File: config.mk
export PLATFORM = sky130hd
export DESIGN_NAME = result_store_flat
export DESIGN_NICKNAME = d
export VERILOG_FILES = /design/src/rtl/result_store_pkg.sv /design/src/rtl/result_store_if.sv /design/src/rtl/result_store_beat_serialiser.sv /design/src/rtl/result_store.sv /design/src/flat_wrapper.sv
export SDC_FILE = /design/constraint.sdc
export NUM_CORES = 1
export LEC_CHECK = 0
export BUFFER_PORTS_ARGS = -buffer_cell sky130_fd_sc_hd__buf_2
export CAP_MARGIN = 20
export CELL_PAD_IN_SITES_DETAIL_PLACEMENT = 1
export CELL_PAD_IN_SITES_GLOBAL_PLACEMENT = 1
export CORE_MARGIN = 10
export CORE_UTILIZATION = 44
export CTS_CLUSTER_SIZE = 14
export DETAILED_ROUTE_END_ITERATION = 7
export PLACE_DENSITY_LB_ADDON = 0.3
export SYNTH_ARGS = -nofsm -noshare
export SYNTH_HDL_FRONTEND = slang
export SYNTH_HIERARCHICAL = 1
export SYNTH_SLANG_ARGS = --single-unit
File: constraint.sdc
create_clock -name clk -period 4.3 [get_ports clk]
set_input_delay 0.86 -clock clk [delete_from_list [all_inputs] [get_ports clk]]
set_output_delay 0.86 -clock clk [all_outputs]
set_load 0.01 [all_outputs]
File: src/rtl/result_store_pkg.sv
// Shared constants for the result write-back stage:
// config register map and one-hot FSM encoding.
package result_store_pkg;

  localparam logic [4:0] CFG_LAYERS = 5'h01;
  localparam logic [4:0] CFG_STORE  = 5'h02;

  localparam int ST_RESET = 0;
  localparam int ST_READY = 1;
  localparam int ST_SEND  = 2;
  localparam int ST_DONE  = 3;

  localparam logic [3:0] S_RESET = 4'b0001;
  localparam logic [3:0] S_READY = 4'b0010;
  localparam logic [3:0] S_SEND  = 4'b0100;
  localparam logic [3:0] S_DONE  = 4'b1000;

endpackage

File: src/rtl/result_store_if.sv
// Config, result-vector and buffer-write handshakes of
// the result write-back stage.
interface result_store_if #(
  parameter int CFG_DWIDTH = 32,
  parameter int CFG_AWIDTH = 5,
  parameter int DEPTH_NB   = 16,
  parameter int GROUP_NB   = 4,
  parameter int IMG_WIDTH  = 16,
  parameter int BUF_AWIDTH = 12
);

  logic [CFG_DWIDTH-1:0]          cfg_data;
  logic [CFG_AWIDTH-1:0]          cfg_addr;
  logic                           cfg_valid;
  logic [IMG_WIDTH*DEPTH_NB-1:0]  result_bus;
  logic                           result_val;
  logic                           result_rdy;
  logic [BUF_AWIDTH-1:0]          wr_addr;
  logic [GROUP_NB*IMG_WIDTH-1:0]  wr_data;
  logic                           wr_val;
  logic                           wr_rdy;
  logic                           frame_done;

  modport master (
    output cfg_data, cfg_addr, cfg_valid,
    output result_bus, result_val,
    output wr_rdy,
    input  result_rdy, wr_addr, wr_data,
    input  wr_val, frame_done
  );

  modport slave (
    input  cfg_data, cfg_addr, cfg_valid,
    input  result_bus, result_val,
    input  wr_rdy,
    output result_rdy, wr_addr, wr_data,
    output wr_val, frame_done
  );

endinterface

File: src/rtl/result_store_beat_serialiser.sv
// beat_serialiser: holds one result vector and shifts it
// out GROUP_NB lanes per accepted beat.
module result_store_beat_serialiser #(
  parameter int DEPTH_NB  = 16,
  parameter int GROUP_NB  = 4,
  parameter int IMG_WIDTH = 16
) (
  input  logic                          clk,
  input  logic                          rst,
  input  logic                          load,
  input  logic [DEPTH_NB*IMG_WIDTH-1:0] vec_in,
  input  logic                          advance,
  output logic [GROUP_NB*IMG_WIDTH-1:0] beat_data,
  output logic                          last
);

  localparam int BEATS = DEPTH_NB / GROUP_NB;
  localparam int BW    = (BEATS > 1) ? $clog2(BEATS) : 1;
  localparam int VW    = DEPTH_NB * IMG_WIDTH;
  localparam int GW    = GROUP_NB * IMG_WIDTH;

  logic [VW-1:0] vec;
  logic [BW-1:0] beat_cnt;

  always_ff @(posedge clk) begin
    if (rst) begin
      vec      <= '0;
      beat_cnt <= '0;
    end else if (load) begin
      vec      <= vec_in;
      beat_cnt <= '0;
    end else if (advance) begin
      vec      <= vec >> GW;
      beat_cnt <= last ? '0 : beat_cnt + 1'b1;
    end
  end

  // Current beat always sits in the low lanes
  assign beat_data = vec[GW-1:0];
  assign last      = (beat_cnt == BW'(BEATS - 1));

endmodule

File: src/rtl/result_store.sv
// Write-back stage: serialises result vectors into beats
// at sequential buffer addresses, framing by vector count.
import result_store_pkg::*;

module result_store #(
  parameter int CFG_DWIDTH = 32,
  parameter int CFG_AWIDTH = 5,
  parameter int DEPTH_NB   = 16,
  parameter int GROUP_NB   = 4,
  parameter int IMG_WIDTH  = 16,
  parameter int BUF_AWIDTH = 12
) (
  input  logic           clk,
  input  logic           rst,
  result_store_if.slave  bus
);

  logic [3:0]            state;
  logic [3:0]            state_nx;
  logic [BUF_AWIDTH-1:0] base;
  logic [15:0]           frame_len;
  logic [15:0]           flen_w;
  logic [15:0]           pix_cnt;
  logic [BUF_AWIDTH-1:0] wr_addr;
  logic                  capture;
  logic                  beat_acc;
  logic                  last;
  logic                  cfg_hit;
  logic                  first;
  logic                  frame_end;

  assign capture   = state[ST_READY] & bus.result_val;
  assign beat_acc  = state[ST_SEND] & bus.wr_rdy;
  assign cfg_hit   = bus.cfg_valid &
                     (bus.cfg_addr == CFG_AWIDTH'(CFG_STORE));
  assign first     = (pix_cnt == '0);
  assign frame_end = (pix_cnt == flen_w);

  always_comb begin
    state_nx = state;
    unique case (1'b1)
      state[ST_RESET]: state_nx = S_READY;
      state[ST_READY]: if (bus.result_val) state_nx = S_SEND;
      state[ST_SEND]:
        if (bus.wr_rdy && last)
          state_nx = frame_end ? S_DONE : S_READY;
      state[ST_DONE]:  state_nx = S_READY;
      default:         state_nx = S_RESET;
    endcase
  end

  always_ff @(posedge clk) begin
    if (rst) begin
      state     <= S_RESET;
      base      <= '0;
      frame_len <= '0;
      flen_w    <= '0;
      pix_cnt   <= '0;
      wr_addr   <= '0;
    end else begin
      state <= state_nx;
      if (cfg_hit) begin
        base      <= bus.cfg_data[BUF_AWIDTH-1:0];
        frame_len <= bus.cfg_data[31:16];
      end
      // Working copies latch at frame start only
      if (capture && first) begin
        wr_addr <= base;
        flen_w  <= frame_len;
      end
      if (beat_acc) wr_addr <= wr_addr + 1'b1;
      if (beat_acc && last && !frame_end)
        pix_cnt <= pix_cnt + 1'b1;
      if (state[ST_DONE]) pix_cnt <= '0;
    end
  end

  result_store_beat_serialiser #(
    .DEPTH_NB  (DEPTH_NB),
    .GROUP_NB  (GROUP_NB),
    .IMG_WIDTH (IMG_WIDTH)
  ) u_beat_serialiser (
    .clk       (clk),
    .rst       (rst),
    .load      (capture),
    .vec_in    (bus.result_bus),
    .advance   (beat_acc),
    .beat_data (bus.wr_data),
    .last      (last)
  );

  assign bus.result_rdy = state[ST_READY];
  assign bus.wr_val     = state[ST_SEND];
  assign bus.frame_done = state[ST_DONE];
  assign bus.wr_addr    = wr_addr;

endmodule

File: src/flat_wrapper.sv
// flat-port wrapper written by rule: the top's interface ports become plain ports
module result_store_flat 
#(
  parameter int CFG_DWIDTH = 32,
  parameter int CFG_AWIDTH = 5,
  parameter int DEPTH_NB   = 16,
  parameter int GROUP_NB   = 4,
  parameter int IMG_WIDTH  = 16,
  parameter int BUF_AWIDTH = 12
)
  (clk, rst, bus_cfg_data, bus_cfg_addr, bus_cfg_valid, bus_result_bus, bus_result_val, bus_wr_rdy, bus_result_rdy, bus_wr_addr, bus_wr_data, bus_wr_val, bus_frame_done);
  result_store_if #(.CFG_DWIDTH(CFG_DWIDTH), .CFG_AWIDTH(CFG_AWIDTH), .DEPTH_NB(DEPTH_NB), .GROUP_NB(GROUP_NB), .IMG_WIDTH(IMG_WIDTH), .BUF_AWIDTH(BUF_AWIDTH)) bus_i ();
  input  logic clk;
  input  logic rst;
  input wire logic [$bits(bus_i.cfg_data)-1:0] bus_cfg_data;
  input wire logic [$bits(bus_i.cfg_addr)-1:0] bus_cfg_addr;
  input wire logic [$bits(bus_i.cfg_valid)-1:0] bus_cfg_valid;
  input wire logic [$bits(bus_i.result_bus)-1:0] bus_result_bus;
  input wire logic [$bits(bus_i.result_val)-1:0] bus_result_val;
  input wire logic [$bits(bus_i.wr_rdy)-1:0] bus_wr_rdy;
  output wire logic [$bits(bus_i.result_rdy)-1:0] bus_result_rdy;
  output wire logic [$bits(bus_i.wr_addr)-1:0] bus_wr_addr;
  output wire logic [$bits(bus_i.wr_data)-1:0] bus_wr_data;
  output wire logic [$bits(bus_i.wr_val)-1:0] bus_wr_val;
  output wire logic [$bits(bus_i.frame_done)-1:0] bus_frame_done;
  assign bus_i.cfg_data = bus_cfg_data;
  assign bus_i.cfg_addr = bus_cfg_addr;
  assign bus_i.cfg_valid = bus_cfg_valid;
  assign bus_i.result_bus = bus_result_bus;
  assign bus_i.result_val = bus_result_val;
  assign bus_i.wr_rdy = bus_wr_rdy;
  assign bus_result_rdy = bus_i.result_rdy;
  assign bus_wr_addr = bus_i.wr_addr;
  assign bus_wr_data = bus_i.wr_data;
  assign bus_wr_val = bus_i.wr_val;
  assign bus_frame_done = bus_i.frame_done;
  result_store #(.CFG_DWIDTH(CFG_DWIDTH), .CFG_AWIDTH(CFG_AWIDTH), .DEPTH_NB(DEPTH_NB), .GROUP_NB(GROUP_NB), .IMG_WIDTH(IMG_WIDTH), .BUF_AWIDTH(BUF_AWIDTH)) u_core (.clk(clk), .rst(rst), .bus(bus_i));
endmodule
==> flow_metrics.tcl <==
set metrics [dict create \
    dieHeight_um 207 \
    antenna_found_initial 13 \
    maxSlewViolCount 0 \
    core_um2 34500 \
    clk_pin_slew_ns 0.06 \
    cap_violations 0 \
    initial_core_util_pct 44.6 \
    rsz0062_at_grt "no" \
    required_ns 4.70 \
    synthXorXnorAreaFrac_pct 0.910 \
    min_path_type "flip-flop to flip-flop" \
    finalHoldViolCount 0 \
    clockRootBuffer "clkbuf_16" \
    clock_latency_ns 0.51 \
    setup_tns_ns 0 \
    hpwlAfterDp_um 32500 \
    final_nets 2150 \
    worst_pin_slew_ns 1.03 \
    portBuffers 372 \
    htree_levels 2 \
    routed-via-count 12600 \
    switching_share_pct 24.4 \
    num_rows 68 \
    setup_violations 0 \
    cts_buffer_depth 3 \
    fmax_ghz 0.387 \
    path_class "primary input to flip-flop" \
    whs_path_depth 2 \
    most-common-layout-cells "buf_2 (371), dfxtp_1 (334), mux2i_1 (194), a211oi_1 (194), nor2b_1 (192)" \
    dieArea_um2 42900 \
    drive_gt1_share_pct 26.1 \
    synthesis.area_um2 15400 \
    pwr-share-comb_pct 11.1 \
    power_mw 7.25 \
    p_sw_mw 1.77 \
    post_cts_resized 0 \
    worst_clock_skew_ns 0.0201 \
    synth_fp_nets 1930 \
    grt_max_degree 163 \
    post_cts_buffers 0 \
    holdBufCountCts 0 \
    synth_top_flop_cell "dfxtp_1" \
    synth_fa_ha_area_share_pct 0.325 \
    drt-total-wl_um 47300 \
    startpoint_type "primary input" \
    synthCells 1628 \
    synth_top_area_cell "dfxtp_1" \
    yosys_warnings 6 \
    synth_top_family_by_area "simple AND/OR/NAND/NOR gates" \
    synthMuxAreaShare_pct 12.6 \
    hold_ws_ns 0.452 \
    pwr-share-seq_pct 46.7 \
    timing.slew.headroom_pct 31.3 \
    worst-r2r-cell-count 4 \
    remaining_drc_errors 0 \
    synth_seq_cells 334 \
    clkPwrFrac_pct 42.2 \
    arrival_ns 2.98 \
    final_common_cell "buf_2" \
    synth_area_leaders "dfxtp_1 (43%), mux2i_1 (13%), a211oi_1 (9.5%), nor2b_1 (7.8%), a21oi_1 (4.5%)" \
    cp_max_fo 62 \
    leakage_nw 6.53 \
    firstDrtPassIters 5 \
    place_congestion 0.804 \
    area_growth_pct 16.9 \
    cts_tree "yes" \
    yosys.area_share.simple_pct 18.7 \
    grt_pass1_vias 13200 \
    synth_top_area_share_pct 43.4 \
    routedWlPerCell_um 20.2 \
    outcome "finished clean" \
    synth_edf_count 0 \
    intPower_mw 5.48 \
    cts.sinks 334 \
    grt_pass1_wl_um 74500 \
    peakVddDrop_v 0.000242 \
    synth_cell_types 49 \
    via_per_inst 5.39 \
    die_width_um 207 \
    fin_crit_ns 2.58 \
    avgSynthCellArea_um2 9.45 \
    groute.usage.overall_pct 20.7 \
    power.density_nw_per_um2 403 \
    first_iter_violations 629 \
    boundaryPins 377 \
    synth_compound_area_share_pct 15.7 \
    cts-buffers-inserted 37 \
    ys_seq_area_share_pct 43.4 \
    critPathCaptureType "flip-flop" \
    ant_nets 0 \
    grt_overflow_total 0 \
    async_reset_ff_share_pct 0 \
    fin_crit_sh_pct 60.0 \
]
## Yosys cell counts (12+ instances only)
| cell | n |
|---|---|
| dfxtp_1 | 334 |
| or3b_1 | 28 |
| clkbuf_1 | 68 |
| a21oi_1 | 138 |
| buf_2 | 40 |
| xnor2_1 | 16 |
| nor2b_1 | 192 |
| o21ai_0 | 13 |
| mux2i_1 | 194 |
| buf_4 | 67 |
| nand2_1 | 169 |
| buf_6 | 25 |
| or3b_2 | 37 |
| nand4_1 | 12 |
| a211oi_1 | 194 |
## final timing paths
path | from | to | slack, ns
max | bus_result_val | u_core/bus.wr_addr[7] | 1.72
min | u_core/base[5] | u_core/base[5] | 0.45
max reg2reg | u_core/state[1] | u_core/bus.wr_addr[7] | 1.78
min reg2reg | u_core/base[5] | u_core/base[5] | 0.45
## through the flow
step	util, %	setup slack (ns)	cells	area (um2)
3_3_place_gp	48.5	1.21	2262	16700
3_5_place_dp	48.5	1.16	2263	16800
5_1_grt	52.1	1.52	2340	18000
6_report	52.1	1.72	2340	18000
2_1_floorplan	-	2.16	1628	15400
4_1_cts	51.9	1.71	2326	17900
## power groups by stage
| stage | combinational, mW | clock [mW] | sequential (mW) |
|---|---|---|---|
| 3_5_place_dp | 0.805 | 0 | 3.45 |
| 2_1_floorplan | 0.570 | 0 | 3.41 |
| 6_report | 0.807 | 3.06 | 3.39 |
| 3_3_place_gp | 0.782 | 0 | 3.44 |
| 5_1_grt | 0.888 | 3.27 | 3.41 |
| 4_1_cts | 0.812 | 3.13 | 3.38 |
## layout make-up
cell class | instances | area [um2]
tap | 455 | 569
timing repair buffer | 383 | 2060
clock buffer | 58 | 1110
multi-input combinational | 1084 | 7430
sequential | 334 | 6690
clock inverter | 5 | 52.6
fill | 4033 | 16600
antenna | 13 | 32.5
inverter | 8 | 42.5
## routing by layer
metal	global-route usage, %	vias to the layer above	part of all wire (%)
met2	34.3	298	49
met4	6.57	0	2.1
met3	3.88	61	4.8
met5	0	-	0
met1	26.6	6086	44
li1	-	6168	-
## sequential cells by signal, indices dropped and copies added, names as in the netlist
name,cells
u_core/bus.wr_addr,12
u_core/state,4
u_core/u_beat_serialiser/beat_cnt,2
u_core/pix_cnt,16
u_core/flen_w,16
u_core/base,12
u_core/u_beat_serialiser/vec,256
u_core/frame_len,16
## logic make-up after synthesis
group | count (synthesis)
DFF | 334
and+or+nand+nor | 498
buffers and inverters | 210
AOI/OAI and AO/OA | 372
xor gates and xnor gates | 16
muxes | 194
adders and majority gates | 4
## critical path, cell delays in order
cell	delay, ns
buf_2	0.09
and2_4	0.54
nand2_1	0.23
or4_1	0.84
o221a_2	0.39
Power figures use the tool's default switching activity.
